`src/rtl/mb_reduce_engine_if.sv`:
```
// Macroblock reduce engine bus bundle.
// Groups the memory-interface request/response signals, the frame control
// inputs and the reduced-byte output stream.
//   master : the reduce engine (drives inq_addr/inqury_update/frame_complete,
//            res_data/res_valid and busy)
//   slave  : the environment (memory interface, frame source, byte sink)
interface mb_reduce_engine_if;
    logic        data_ready;
    logic [31:0] MB_flat;
    logic        MB_ready;
    logic [14:0] inq_addr;
    logic        inqury_update;
    logic        frame_complete;
    logic        mode;
    logic [7:0]  res_data;
    logic        res_valid;
    logic        res_full;
    logic        busy;

    modport master (
        input  data_ready, MB_flat, MB_ready, mode, res_full,
        output inq_addr, inqury_update, frame_complete, res_data, res_valid, busy
    );

    modport slave (
        output data_ready, MB_flat, MB_ready, mode, res_full,
        input  inq_addr, inqury_update, frame_complete, res_data, res_valid, busy
    );
endinterface

```
`src/rtl/mb_reduce_engine.sv`:
```
// Macroblock reduce engine.
// Walks a 128x128 grid of 2x2 macroblocks in raster order, requests each one
// from the memory interface, reduces the four pixels to one byte (rounded
// average or maximum) and hands the byte to a downstream sink.
// Ports:
//   clk   : rising-edge clock shared with the memory interface
//   rst_n : synchronous active-low reset
//   bus   : mb_reduce_engine_if.master
//           data_ready     in  frame written; a rising edge starts a frame
//           MB_flat        in  {p3,p2,p1,p0}, valid when MB_ready rises
//           MB_ready       in  memory idle / data valid
//           mode           in  0 = rounded average, 1 = maximum
//           res_full       in  sink cannot accept
//           inq_addr       out {1'b0,row[6:0],col[6:0]}
//           inqury_update  out one-cycle read request
//           frame_complete out last request issued / frame finished
//           res_data       out reduced pixel
//           res_valid      out res_data valid
//           busy           out engine not idle
module mb_reduce_engine (
    input  logic               clk,
    input  logic               rst_n,
    mb_reduce_engine_if.master bus
);
    localparam logic [2:0] StIdle   = 3'd0;
    localparam logic [2:0] StIssue  = 3'd1;
    localparam logic [2:0] StWaitLo = 3'd2;
    localparam logic [2:0] StWaitHi = 3'd3;
    localparam logic [2:0] StEmit   = 3'd4;
    localparam logic [2:0] StDone   = 3'd5;

    localparam logic [13:0] LastBlock = 14'h3FFF;

    logic [2:0]  state_q, state_d;
    logic [13:0] cnt_q, cnt_d;
    logic        mode_q, mode_d;
    logic [7:0]  res_q, res_d;
    logic        dr_prev_q;

    logic [7:0] p0, p1, p2, p3;
    logic [9:0] sum;
    logic [7:0] avg, max01, max23, max_all, reduced;

    assign p0 = bus.MB_flat[7:0];
    assign p1 = bus.MB_flat[15:8];
    assign p2 = bus.MB_flat[23:16];
    assign p3 = bus.MB_flat[31:24];

    // 10-bit sum cannot overflow (4*255+2 = 1022), so the shifted result fits 8 bits.
    assign sum     = {2'b00, p0} + {2'b00, p1} + {2'b00, p2} + {2'b00, p3} + 10'd2;
    assign avg     = 8'(sum >> 2);
    assign max01   = (p0 > p1) ? p0 : p1;
    assign max23   = (p2 > p3) ? p2 : p3;
    assign max_all = (max01 > max23) ? max01 : max23;
    assign reduced = mode_q ? max_all : avg;

    always_comb begin
        state_d = state_q;
        cnt_d   = cnt_q;
        mode_d  = mode_q;
        res_d   = res_q;
        case (state_q)
            StIdle: begin
                // Edge-triggered start: a level held across reset does not count.
                if (bus.data_ready && !dr_prev_q) begin
                    state_d = StIssue;
                    mode_d  = bus.mode;
                    cnt_d   = '0;
                end
            end
            StIssue: state_d = StWaitLo;
            StWaitLo: begin
                if (!bus.MB_ready) state_d = StWaitHi;
            end
            StWaitHi: begin
                if (bus.MB_ready) begin
                    res_d   = reduced;
                    state_d = StEmit;
                end
            end
            StEmit: begin
                if (!bus.res_full) begin
                    if (cnt_q == LastBlock) begin
                        state_d = StDone;
                    end else begin
                        cnt_d   = cnt_q + 14'd1;
                        state_d = StIssue;
                    end
                end
            end
            StDone: begin
                if (!bus.data_ready) state_d = StIdle;
            end
            default: state_d = StIdle;
        endcase
    end

    always_ff @(posedge clk) begin
        if (!rst_n) begin
            state_q   <= StIdle;
            cnt_q     <= '0;
            mode_q    <= 1'b0;
            res_q     <= '0;
            dr_prev_q <= 1'b1;
        end else begin
            state_q   <= state_d;
            cnt_q     <= cnt_d;
            mode_q    <= mode_d;
            res_q     <= res_d;
            dr_prev_q <= bus.data_ready;
        end
    end

    // Counter only moves on a transfer, so the address holds from ISSUE to the next ISSUE.
    assign bus.inq_addr       = {1'b0, cnt_q};
    assign bus.inqury_update  = (state_q == StIssue);
    assign bus.frame_complete = (state_q != StIdle) && (cnt_q == LastBlock);
    assign bus.res_data       = res_q;
    assign bus.res_valid      = (state_q == StEmit);
    assign bus.busy           = (state_q != StIdle);
endmodule

```
`src/flat_wrapper.sv`:
```
// flat-port wrapper written by rule: the top's interface ports become plain ports
module mb_reduce_engine_flat 
  (clk, rst_n, bus_data_ready, bus_MB_flat, bus_MB_ready, bus_mode, bus_res_full, bus_inq_addr, bus_inqury_update, bus_frame_complete, bus_res_data, bus_res_valid, bus_busy);
  mb_reduce_engine_if bus_i ();
  input  logic clk;
  input  logic rst_n;
  input wire logic [$bits(bus_i.data_ready)-1:0] bus_data_ready;
  input wire logic [$bits(bus_i.MB_flat)-1:0] bus_MB_flat;
  input wire logic [$bits(bus_i.MB_ready)-1:0] bus_MB_ready;
  input wire logic [$bits(bus_i.mode)-1:0] bus_mode;
  input wire logic [$bits(bus_i.res_full)-1:0] bus_res_full;
  output wire logic [$bits(bus_i.inq_addr)-1:0] bus_inq_addr;
  output wire logic [$bits(bus_i.inqury_update)-1:0] bus_inqury_update;
  output wire logic [$bits(bus_i.frame_complete)-1:0] bus_frame_complete;
  output wire logic [$bits(bus_i.res_data)-1:0] bus_res_data;
  output wire logic [$bits(bus_i.res_valid)-1:0] bus_res_valid;
  output wire logic [$bits(bus_i.busy)-1:0] bus_busy;
  assign bus_i.data_ready = bus_data_ready;
  assign bus_i.MB_flat = bus_MB_flat;
  assign bus_i.MB_ready = bus_MB_ready;
  assign bus_i.mode = bus_mode;
  assign bus_i.res_full = bus_res_full;
  assign bus_inq_addr = bus_i.inq_addr;
  assign bus_inqury_update = bus_i.inqury_update;
  assign bus_frame_complete = bus_i.frame_complete;
  assign bus_res_data = bus_i.res_data;
  assign bus_res_valid = bus_i.res_valid;
  assign bus_busy = bus_i.busy;
  mb_reduce_engine u_core (.clk(clk), .rst_n(rst_n), .bus(bus_i));
endmodule
```
`config.mk`:
```
export PLATFORM = sky130hd
export DESIGN_NAME = mb_reduce_engine_flat
export DESIGN_NICKNAME = d
export VERILOG_FILES = /design/src/rtl/mb_reduce_engine_if.sv /design/src/rtl/mb_reduce_engine.sv /design/src/flat_wrapper.sv
export SDC_FILE = /design/constraint.sdc
export NUM_CORES = 1
export LEC_CHECK = 0
export BUFFER_PORTS_ARGS = -buffer_cell sky130_fd_sc_hd__clkbuf_2
export CAP_MARGIN = 15
export CORE_MARGIN = 10
export CORE_UTILIZATION = 35
export DETAILED_ROUTE_END_ITERATION = 6
export GPL_ROUTABILITY_DRIVEN = 1
export PLACE_DENSITY = 0.65
export SLEW_MARGIN = 10
export SYNTH_ARGS = -nofsm -noshare
export SYNTH_HDL_FRONTEND = slang
export SYNTH_SLANG_ARGS = --single-unit
export TNS_END_PERCENT = 5
```
`constraint.sdc`:
```
create_clock -name clk -period 3.55 [get_ports clk]
set_clock_uncertainty 0.2 [all_clocks]
set_input_delay 0.1775 -clock clk [delete_from_list [all_inputs] [get_ports clk]]
set_output_delay 0.1775 -clock clk [all_outputs]
set_load 0.05 [all_outputs]
```
* Word-level counts from Yosys, hierarchy flattened
Cells that the tools add are included.
** Operators by class
- $add $sub $neg :: 5
- Magnitude comparators :: 3
- Equal/unequal tests :: 12
- Muxes and demuxes :: 15
- Reductions and logical operators :: 10
** Operator list (number)
- 14-bit two-way mux :: 3
- 8-bit two-way mux :: 4
- 14-bit case mux with 2 select lines :: 1
- 8-bit greater-than comparator :: 3
- 10-bit by 8-bit adder with 10-bit output :: 2
- 3-bit two-way mux :: 6
- 3-bit case mux with 6 select lines :: 1
- 14-bit by 1-bit adder with 14-bit output, second input constant :: 1
- 14-bit == test, second input constant :: 1
- 10-bit by 2-bit adder with 10-bit output, second input constant :: 1
- 2-bit != test, second input constant :: 5
- 8-bit by 8-bit adder with 9-bit output :: 1
- 3-bit by 2-bit == test with 1-bit output, second input constant :: 2
- 3-bit == test, second input constant :: 2
- 5-bit AND reduction :: 1
- 2-bit AND reduction :: 2
- 4-bit AND reduction :: 1
- 3-bit by 1-bit == test with 1-bit output, second input constant :: 1
- 3-bit logical NOT :: 1
- 3-bit nonzero test :: 1
- 1-bit logical AND :: 2
- 2-bit by 1-bit != test with 1-bit output, second input constant :: 1
- 2-bit nonzero test :: 1
- 1-bit logical NOT :: 1
** Storage, ports and cells
- Register bits after elaboration :: 27
- Bits of input ports :: 38
- Output and inout port bits :: 27
- Logic and storage cells :: 50

* Longest topological paths before layout
Gate-level depths: netlist of run 1.
- Depth in word-level cells :: 5
- Depth in mapped cells :: 16
- Depth with buffers taken out :: 16

* Worst setup path before layout of run 1
OpenSTA, ideal clock, no wires.
- Path kind :: in2reg
- Start point :: input port bus_MB_flat[14]
- End point :: register u_core.res_q[4] (netlist: u_core.bus.res_data[4])
- Library setup time :: 0.122 ns
- Arrival :: 2.995 ns
- Data required time :: 3.228 ns
- Setup slack :: 0.233 ns
- Stages :: 15
- Path buffers :: 1
- Cell sequence :: inv_1 > ha_1 > nand4_1 > or4_1 > and2_1 > buf_6 > a21oi_1 > a21oi_1 > inv_1 > ha_1 > and4b_1 > a211oi_1 > o22a_1 > nor3_1 > a221o_1
** Between the ends
- Word-level cells in the longest chain between the ends :: 5
** Ends and longest elaborated chain
- from (decl) :: RTL line flat_wrapper.sv:8 : input wire logic [$bits(bus_i.MB_flat)-1:0] bus_MB_flat;
- 8-bit by 8-bit adder with 9-bit output or 8-bit greater-than comparator (tied branches) :: RTL line mb_reduce_engine.sv:50, mb_reduce_engine.sv:52
- 10-bit by 8-bit adder with 10-bit output or 8-bit two-way mux (tied branches) :: RTL line mb_reduce_engine.sv:50, mb_reduce_engine.sv:52
- 10-bit by 8-bit adder with 10-bit output or 8-bit greater-than comparator (tied branches) :: RTL line mb_reduce_engine.sv:50, mb_reduce_engine.sv:54
- 10-bit by 2-bit adder with 10-bit output or 8-bit two-way mux (tied branches) :: RTL line mb_reduce_engine.sv:50, mb_reduce_engine.sv:54
- 8-bit two-way mux * :: RTL line mb_reduce_engine.sv:55 : assign reduced = mode_q ? max_all : avg;
- to (signal assigned) :: RTL line mb_reduce_engine.sv:109 : res_q <= res_d;
- to (decl) :: RTL line mb_reduce_engine.sv:37 : logic [7:0] res_q, res_d;
Every way passes the cells marked *; elsewhere a longest branch is shown, timed or not.
A chain may end at the register's enable or synchronous reset.

* Worst setup path after layout of run 1
- Start point :: input port bus_MB_flat[14]
- End point :: register u_core.res_q[5] (netlist: u_core.bus.res_data[5])
The elaborated chain is that of the path after synthesis.

==> out/metrics.cfg, run 1 <==
[routing]
drtIter0Drc=152
firstDrtPassIters=4
drtAntennaViolNets=0
drc=0
wl_um=8749
viasPerCell=5.053
num_vias=3133
post_drt_wl_per_cell_um=14.11

[layout]
fillers=881
layout_commonest_cell=buf_4
antenna_cells=0
area.growth.synth_to_final_pct=31.32
stdcell_area_sq_um=4045
stdcell_count=620
final_cell_mix=66 x buf_4, 63 x clkbuf_2, 49 x inv_1
nets=601
drive_gt1_share_pct=29.69

[hold_path]
min-delay-start=rst_n
hold-path-cell-count=2
hp-class=in2reg
holdPathEnd=u_core.dr_prev_q$_SDFF_PN1_

[timing]
setup-violations-final=0
period_minus_slack_ps=3399
fin_ws_ps=150.7
fmax_mhz=294.2
rsz0062_at_grt=yes
worst_pin_slew_ps=903.7
hold_violations=0
maxSlewViolCount=0
finalSetupTns_ps=0
post-route-period-util_pct=95.76
relSlewSlack_pct=39.76

[critical_path]
timing.rr.start=u_core.state_q[2]$_SDFFE_PN0P_
critPathKind=in2reg
startpoint_type=input port
cp.arrival_ps=3410
rr_worst_depth=6
r2r-end=u_core.cnt_q[5]$_SDFFE_PN0P_
crit_path_end_kind=register
cp_max_fo=8
r2r_setup_slack_ps=1090
worstPathRequired_ps=3560

[clock_network]
clk_path_buf_depth=2
post-cts-setup-buffers=0
root_buffer=clkbuf_8
htreeDepth=1
clk_latency_ps=270
path_clk_slew_ps=90
numCtsBuffers=3
clkSinkCount=27
cts_tree=done

[floorplan]
num_rows=34
initial_core_util_pct=35.67
die_w_um=113.8
die_y_um=113.8
io_pins=65
core_sq_um=8636
die_area_sq_um=12950

[synthesis]
synth-seq-cells=27
synth.net_count=475
async_reset_ff_share_pct=0
ys_warn_count=0
yosys.area.top_type=dfxtp_1
seq_area_frac_synth_pct=17.55
syn_area_per_cell_sq_um=7.960
synth_top_area_share_pct=17.55
ys.flop_type=dfxtp_1
synth_edf_count=0
synthTopCellsByArea=dfxtp_1 18%, ha_1 17%, inv_1 6.0%
syn_area_sq_um=3080
synthCells=387
synth_cell_type_count=67

[global_routing]
grt_pass1_vias=3273
grt_antenna_before_repair=0
grt_max_degree=16
grt_pass1_wl_um=14800
grtUsageTotal_pct=13.21
grt_overflow=0

[job]
drv_cap=0

[status]
status=complete, no violations

[place]
port_buffers=63
post_dp_cell_area_sq_um=3969
placed_cells=614
gp_congestion=0.8575
dp_hpwl_um=7594
dp_slack_ps=-190.1

[power_and_ir_drop]
ir_worst_vdd_uv=193.8
p_comb_share_pct=63.6
power_density_nw_per_um2=378.1
power.internal_w=0.0008290
power_w=0.001529
switchingPower_w=0.0007005
switching_share_pct=45.80
power.share.sequential_pct=25.2
pwr-share-clk_pct=11.2
power.leakage_nw=2.058

-- how the worst max path moves through the flow --
stage,slack [ps],endpoint,start,depth (start not counted)
CTS,100,u_core.bus.res_data[3]$_SDFFE_PN0P_,bus_MB_flat[14],15
global route,-50,u_core.bus.res_data[7]$_SDFFE_PN0P_,bus_MB_flat[14],16
finish,150,u_core.bus.res_data[5]$_SDFFE_PN0P_,bus_MB_flat[14],15
global placement,-60,u_core.bus.res_data[4]$_SDFFE_PN0P_,bus_MB_flat[0],16
detailed placement,-190,u_core.bus.res_data[3]$_SDFFE_PN0P_,bus_MB_flat[14],15
floorplan,230,u_core.bus.res_data[4]$_SDFFE_PN0P_,bus_MB_flat[14],15
-- cell families after synthesis --
kind of cell             after synthesis  share of synthesized area (%)
adder cells (fa/ha/maj)               50                          22.26
AO/OA/AOI/OAI                         85                          18.64
AND/OR/NAND/NOR                      127                          22.75
flip-flops                            27                          17.55
other                                  1                         0.1217
multiplexers                          10                          3.290
buffers and inverters                 62                          8.286
XOR/XNOR                              25                          7.108
-- what timing repair did --
item,in CTS,in global routing
resized for setup,0,4
hold endpoints to repair,2,0
hold buffers,2,0
setup endpoints to repair,0,7
-- Yosys cell counts (2+ instances only) --
cell / count
ha_1: 42
nand3_1: 11
o31a_1: 2
clkinv_1: 2
o21bai_1: 5
or2_1: 2
nor3b_1: 2
nand2_1: 20
a21oi_1: 24
nor2_1: 27
nand3b_1: 3
o211ai_1: 5
nand4_1: 13
o22ai_1: 2
xnor2_1: 10
a21o_1: 4
a211oi_1: 6
o2111ai_1: 2
clkbuf_1: 5
nand2b_1: 9
xor2_1: 15
buf_4: 3
a31oi_1: 3
o21ai_0: 11
a221oi_2: 2
and4_1: 2
mux2i_1: 9
nor3_1: 9
inv_1: 49
nor4_1: 2
o21ai_1: 4
o31ai_1: 2
and3_2: 2
nor2b_1: 5
and3_1: 8
dfxtp_1: 27
fa_1: 8
-- registers in the layout, indices dropped and copies added (netlist names) --
signal and cells:
u_core.dr_prev_q 1, u_core.cnt_q 14, u_core.bus.res_data 8, u_core.mode_q 1, u_core.state_q 3
-- power by group through the flow --
stage | Sequential (W) | Combinational (W) | Clock, W
after floorplan | 0.000402 | 0.000631 | 0
final | 0.000386 | 0.000972 | 0.000172
after CTS | 0.000385 | 0.000974 | 0.000181
after global routing | 0.000394 | 0.00108 | 0.000189
after global placement | 0.000392 | 0.000943 | 0
after detailed placement | 0.000393 | 0.000968 | 0
-- per-stage QoR --
stage | util [%] | hold WS (ps)
final | 46.84 | 32.58
after global placement | 45.96 | 211.5
after CTS | 46.73 | 23.21
after floorplan | - | 78.97
after detailed placement | 45.96 | 221.4
after global routing | 46.84 | 31.70
-- critical path, cell delays in order --
cell      delay (ps)
clkbuf_2          90
inv_1             50
ha_1             310
nand4_1          130
or4_1            510
and2_2           260
and3_1           210
or2_1            230
ha_1             300
nand4_1          120
nand2b_1         180
o22a_1           190
nor3_1           380
o21ai_1          160
nand4_1          120
-- metal layers --
| metal | vias up | global-route usage (%) | routed length (um) |
|---|---|---|---|
| li1 | 1617 | - | - |
| met1 | 1457 | 16.00 | 3985 |
| met2 | 55 | 23.94 | 4317 |
| met3 | 4 | 2.310 | 367 |
| met4 | 0 | 2.339 | 78 |
| met5 | - | 0 | 0 |
-- area by class of cell --
cell class	instances	area, sq um	share of cell area [%]
clock inverter	1	5.005	0.1237
tap	108	135.1	3.341
clock buffer	3	41.29	1.021
inverter	52	197.7	4.887
sequential	27	540.5	13.36
timing repair buffer	131	830.8	20.54
multi-input combinational	298	2295	56.73
(Power assumes the default switching activity.)
==> inputs of run 2 (changes only) <==
- ABC_AREA: unset -> 1
- CORE_MARGIN: 10 -> unset
==> run 2 against run 1 <==
  * Synthesized cell count is 28% higher
  * Largest cell class unchanged
  * Fmax is 6.9% higher
  * Critical path depth increased by 10
  * Non-clock buffer count down 60
  * Critical endpoint is now u_core.bus.res_data[7]$_SDFFE_PN0P_
  * The run now ends with DRC left
  * Utilization shrank 4.3 points
  * Largest power group unchanged
  * Worst hold slack worse by 26 ps
  * Register-to-register slack better by 390 ps
==> out/metrics.cfg, run 2 <==
[floorplan]
num_rows=34  ; unchanged
initial_core_util_pct=36.71  ; +1.0 points
die_y_um=98.34  ; -14%
core_sq_um=8848  ; +2.5%
die_w_um=98.34  ; -14%
io_pins=65  ; unchanged
die_area_sq_um=9670  ; -25%

[layout]
nets=655  ; +9.0%
multi_input_area_sq_um=2293  ; about the same
antenna_cells=0  ; unchanged
regMostFlops=u_core.cnt_q
area.growth.synth_to_final_pct=15.99
seqCellArea_sq_um=540.5  ; unchanged
largest_reg_flops=14  ; unchanged
final_cell_mix=109 x nand2_1, 91 x inv_1, 63 x clkbuf_2
layout_commonest_cell=nand2_1
fillers=982  ; +11%
drive_gt1_share_pct=18.55  ; -11 points

[routing]
drtIter0Drc=129  ; -15%
viasPerCell=4.846  ; -4.1%
num_vias=3266  ; +4.2%
wl_um=7900  ; -9.7%
drtAntennaViolNets=0  ; unchanged
post_drt_wl_per_cell_um=11.72  ; -17%
firstDrtPassIters=7  ; +3
drc=5  ; +5

[timing]
hold_violations=0  ; unchanged
finalSetupTns_ps=0  ; unchanged
fin_ws_ps=370.9  ; +220.3 ps
post-route-period-util_pct=89.55  ; -6.2 points
relSlewSlack_pct=65.64  ; +26 points
rsz0062_at_grt=no
period_minus_slack_ps=3179  ; -220.3 ps
setup-violations-final=0  ; unchanged
maxSlewViolCount=0  ; unchanged
worst_pin_slew_ps=513.8  ; -389.9 ps
fmax_mhz=314.6  ; +6.9%

[clock_network]
cts_tree=done
clk_path_buf_depth=2  ; unchanged
root_buffer=clkbuf_8
numCtsBuffers=3  ; unchanged
clkSinkCount=27  ; unchanged
path_clk_slew_ps=100  ; about the same
htreeDepth=1  ; unchanged
clk_latency_ps=270  ; about the same

[place]
gp_congestion=0.8543  ; -0.37%
dp_slack_ps=38.12  ; +228.2 ps
port_buffers=63  ; unchanged
dp_hpwl_um=6862  ; -9.6%

[synthesis]
seq_area_frac_synth_pct=16.64  ; -0.91 points
yosys.area.top_type=dfxtp_1
ys.flop_type=dfxtp_1
synthTopCellsByArea=dfxtp_1 17%, ha_1 16%, nand2_1 13%
syn_area_sq_um=3248  ; +5.4%
synth.net_count=585  ; +23%
synthCells=497  ; +28%
yosysMostFrequentCell=nand2_1
synth_cell_type_count=42  ; -37%
ys_top_cells_by_count=109 x nand2_1, 91 x inv_1, 43 x nand3_1
async_reset_ff_share_pct=0  ; unchanged
syn_area_per_cell_sq_um=6.535  ; -18%
synth-seq-cells=27  ; unchanged
synth_edf_count=0  ; unchanged
synth_top_area_share_pct=16.64  ; -0.91 points
ys_warn_count=0  ; unchanged

[critical_path]
timing.rr.start=u_core.cnt_q[0]$_SDFFE_PN0P_
cp_max_fo=4  ; -4
cp-startpoint=bus_MB_flat[8]
crit_path_end_kind=register
cp.arrival_ps=3160  ; -250 ps
worstPathRequired_ps=3540  ; -20 ps
startpoint_type=input port
critPathKind=in2reg
r2r_setup_slack_ps=1480  ; +390 ps

[global_routing]
grt_pass1_wl_um=13670  ; -7.6%
grt_max_degree=18  ; +2
grt_overflow=0  ; unchanged
grtUsageTotal_pct=16.86  ; +3.7 points
grt_pass1_vias=3180  ; -2.8%
grt_antenna_before_repair=0  ; unchanged

[hold_path]
hp-class=in2reg
min-delay-start=bus_mode

[job]
drv_cap=0  ; unchanged

[power_and_ir_drop]
power_density_nw_per_um2=384.6  ; +1.7%
ir_worst_vdd_uv=193.4  ; -0.22%
power.leakage_nw=2.075  ; +0.80%

[status]
status=finished with violations
violations=DRC

==> run 2: changes by cell type after synthesis, moves of 6 or more <==
cell / previous run / this run
and3_1: 8 / 0
o21ai_0: 11 / 24
xnor2_1: 10 / 2
xor2_1: 15 / 8
inv_2: 0 / 8
nand4_1: 13 / 7
nand2_1: 20 / 109
mux2i_1: 9 / 0
inv_1: 49 / 91
nand2b_1: 9 / 0
a21oi_1: 24 / 33
nand3_1: 11 / 43
==> run 2: kinds of logic after synthesis <==
group / Yosys count / share of synthesized area (%)
AOI/OAI and AO/OA: 83 / 14.87
other: 1 / 0.1155
adders and majority gates: 50 / 21.11
DFF: 27 / 16.64
xor gates and xnor gates: 10 / 2.697
and+or+nand+nor: 221 / 31.74
buffers and inverters: 105 / 12.83
==> run 2: routing by layer <==
metal	track usage, %	wire [um]
met2	29.96	3598
met3	1.217	275
met1	22.54	3959
met4	3.100	65
met5	0	0
==> run 2: through the flow <==
step | cells | utilization (%) | power, W | instance area [sq um] | hold WS [ps]
after floorplan | 497 | - | 0.001063 | 3248 | 84.08
after global placement | 668 | 41.80 | 0.001255 | 3699 | 251.3
after detailed placement | 668 | 41.80 | 0.001274 | 3699 | 260.9
after CTS | 673 | 42.46 | 0.001460 | 3757 | 0.6755
after global routing | 674 | 42.58 | 0.001594 | 3767 | 19.46
final | 674 | 42.58 | 0.001449 | 3767 | 6.754
==> run 2: critical path: stages <==
cell	delay, ps
clkbuf_2	110
ha_1	140
inv_1	60
fa_2	350
nor2_1	100
o21ai_0	80
nand2_1	100
a21oi_1	70
o21bai_1	200
xor2_1	240
fa_1	440
inv_1	60
ha_1	260
nand2_1	90
inv_1	40
nand2_1	50
nand3_1	100
nand2_1	90
nand2_1	50
nand2_1	70
nand2_1	50
nand2_1	50
nand3_1	80
nand2_1	70
inv_1	30
==> run 2: report_power, final <==
part	total, W	leakage, nW	switching (W)	internal [W]
clock network	0.000177	0.0217	0.0000978	0.0000796
logic	0.000909	1.83	0.000593	0.000316
registers	0.000363	0.219	0.0000299	0.000333
total	0.00145	2.07	0.000721	0.000728
==> run 2: worst paths after layout <==
check | to | cells after the start
setup reg to reg | u_core.cnt_q[2]$_SDFFE_PN0P_ | 11
setup / recovery | u_core.bus.res_data[7]$_SDFFE_PN0P_ | 25
hold reg to reg | u_core.cnt_q[10]$_SDFFE_PN0P_ | 2
hold / removal | u_core.mode_q$_SDFFE_PN0P_ | 3
==> run 2: repair_timing <==
action	CTS	global route
hold endpoints to repair	1	0
endpoints found under the setup margin	0	2
gates resized for setup	0	1
hold buffers	1	0
setup buffers	0	1
==> run 2: final cells by class <==
type,count,share of cell area [%]
Tap cell,108,3.587
Inverter,99,9.864
Clock buffer,3,1.096
Timing Repair Buffer,71,10.03
Sequential cell,27,14.35
Multi-Input combinational cell,365,60.88
Clock inverter,1,0.1993
==> inputs of run 3 (changes only) <==
- CORE_MARGIN: unset -> 3
- GPL_ROUTABILITY_DRIVEN: 1 -> 0
==> run 3 against run 2 <==
  * The flow now finishes without violations
  * Critical endpoint unchanged
  * Clock-buffer cell count unchanged
  * First-iteration DRC count is 20% lower
  * Global-route usage down 0.66 points
  * Critical path type unchanged
  * Flip-flop and latch count unchanged
  * Sequential power about the same
  * Sequential share of layout area rose by 0.067 points
  * Cell area down 0.46%
  * Clock power barely moved
  * Via count grew 0.46%
==> out/metrics.cfg, run 3 (synthesis gave the netlist of run 2 again) <==
[status]
status=complete, no violations

[job]
drv_cap=0  ; unchanged

[hold_path]
min-delay-start=bus_mode
hp-class=in2reg

[routing]
drtIter0Drc=103  ; -20%
viasPerCell=4.882  ; +0.76%
num_vias=3281  ; +0.46%
drtAntennaViolNets=0  ; unchanged
wl_um=8177  ; +3.5%
firstDrtPassIters=4  ; -3
drc=0  ; -5
post_drt_wl_per_cell_um=12.17  ; +3.8%

[power_and_ir_drop]
power.leakage_nw=2.070  ; -0.25%
ir_worst_vdd_uv=162.1  ; -16%
power_w=0.001449  ; about the same
power_density_nw_per_um2=386.5  ; +0.50%

[critical_path]
worstPathRequired_ps=3540  ; about the same
crit_path_end_kind=register
cp.arrival_ps=3190  ; +30 ps
cp-startpoint=bus_MB_flat[0]
timing.rr.start=u_core.cnt_q[0]$_SDFFE_PN0P_
cp_max_fo=4  ; unchanged
critPathKind=in2reg
startpoint_type=input port

[layout]
antenna_cells=0  ; unchanged
utilization_pct=42.38  ; -0.20 points
drive_gt1_share_pct=18.26  ; -0.29 points
area.growth.synth_to_final_pct=15.45
largest_reg_flops=14  ; unchanged
nets=653  ; -0.31%
final_cell_mix=109 x nand2_1, 91 x inv_1, 63 x clkbuf_2
regMostFlops=u_core.cnt_q
layout_commonest_cell=nand2_1

[clock_network]
clkSinkCount=27  ; unchanged
path_clk_slew_ps=90  ; about the same
clk_path_buf_depth=2  ; unchanged
root_buffer=clkbuf_8
numCtsBuffers=3  ; unchanged
cts_tree=done
htreeDepth=1  ; unchanged
clk_latency_ps=280  ; about the same

[timing]
rsz0062_at_grt=no
hold_violations=0  ; unchanged
fmax_mhz=312.1  ; -0.77%
finalSetupTns_ps=0  ; unchanged
maxSlewViolCount=0  ; unchanged
period_minus_slack_ps=3204  ; +24.74 ps
setup-violations-final=0  ; unchanged
post-route-period-util_pct=90.25  ; +0.70 points

[floorplan]
die_w_um=102.3  ; +4.1%
core_sq_um=8848  ; unchanged
num_rows=34  ; unchanged
die_y_um=102.3  ; +4.1%
initial_core_util_pct=36.71  ; unchanged
io_pins=65  ; unchanged
die_area_sq_um=10470  ; +8.3%

[global_routing]
grtUsageMet2_pct=26.94  ; -3.0 points
use_met3_pct=1.024  ; -0.19 points
grt_max_degree=18  ; unchanged
use_met1_pct=22.95  ; +0.41 points
busiest_layer=met2
grt_antenna_before_repair=0  ; unchanged
grt_pass1_wl_um=13900  ; +1.7%
grt_pass1_vias=3085  ; -3.0%
grt_overflow=0  ; unchanged
grtUsageTotal_pct=16.20  ; -0.66 points

[place]
dp_hpwl_um=7028  ; +2.4%
port_buffers=63  ; unchanged

## run 3: worst max-delay path: stages
cell      delay, ps
clkbuf_2        100
ha_1            140
inv_1            60
fa_2            360
nor2_1          120
o21ai_0          90
nand2_1         110
a21oi_1          80
o21bai_1        200
xor2_1          230
fa_1            440
inv_1            70
ha_1            260
nand2_1          90
inv_1            40
nand2_1          50
nand3_1         100
nand2_1          90
nand2_1          50
nand2_1          70
nand2_1          50
nand2_1          50
nand3_1          70
nand2_1          70
inv_1            30
## run 3: final timing paths
path / endpoint / slack (ps) / cells after the start
worst max-delay path: u_core.bus.res_data[7]$_SDFFE_PN0P_ / 350 / 25
worst min-delay path: u_core.mode_q$_SDFFE_PN0P_ / 50 / 3
worst max register to register: u_core.cnt_q[3]$_SDFFE_PN0P_ / 1490 / 11
worst min register to register: u_core.cnt_q[10]$_SDFFE_PN0P_ / 290 / 2
## run 3: what timing repair did
action	CTS	global route
buffers inserted	0	1
resized for setup	0	1
endpoints found under the setup margin	0	2
hold buffers	1	0
endpoints found under the hold margin	1	0
## run 3: power by group
group          leakage [nW]  internal, W  switching, W
Combinational          1.83     0.000313      0.000593
Sequential            0.219     0.000333     0.0000307
Clock                0.0255    0.0000789      0.000101
## run 3: final cells by class
| class | instances | area (sq um) |
|---|---|---|
| Multi-Input combinational cell | 365 | 2293 |
| Timing Repair Buffer | 69 | 362.8 |
| Inverter | 99 | 371.6 |
| Clock buffer | 3 | 41.29 |
| Tap cell | 108 | 135.1 |
| Sequential cell | 27 | 540.5 |
| Fill cell | 964 | 5099 |
| Clock inverter | 1 | 5.005 |
## run 3: routing by layer
metal	share of wire, %	wire (um)
met2	46	3763
met3	3.9	315
met5	0	0
met4	1.1	87
met1	49	4010
## run 3: per-stage QoR
stage / instances / hold slack, ps / instance area, sq um / worst slack [ps]
after floorplan: 497 / 84.08 / 3248 / 406.2
after global placement: 666 / 251.5 / 3684 / 79.04
after detailed placement: 666 / 266.4 / 3684 / 17.60
after CTS: 671 / 43.80 / 3740 / 300.8
after global routing: 672 / 61.37 / 3750 / 7.623
final: 672 / 48.16 / 3750 / 346.2
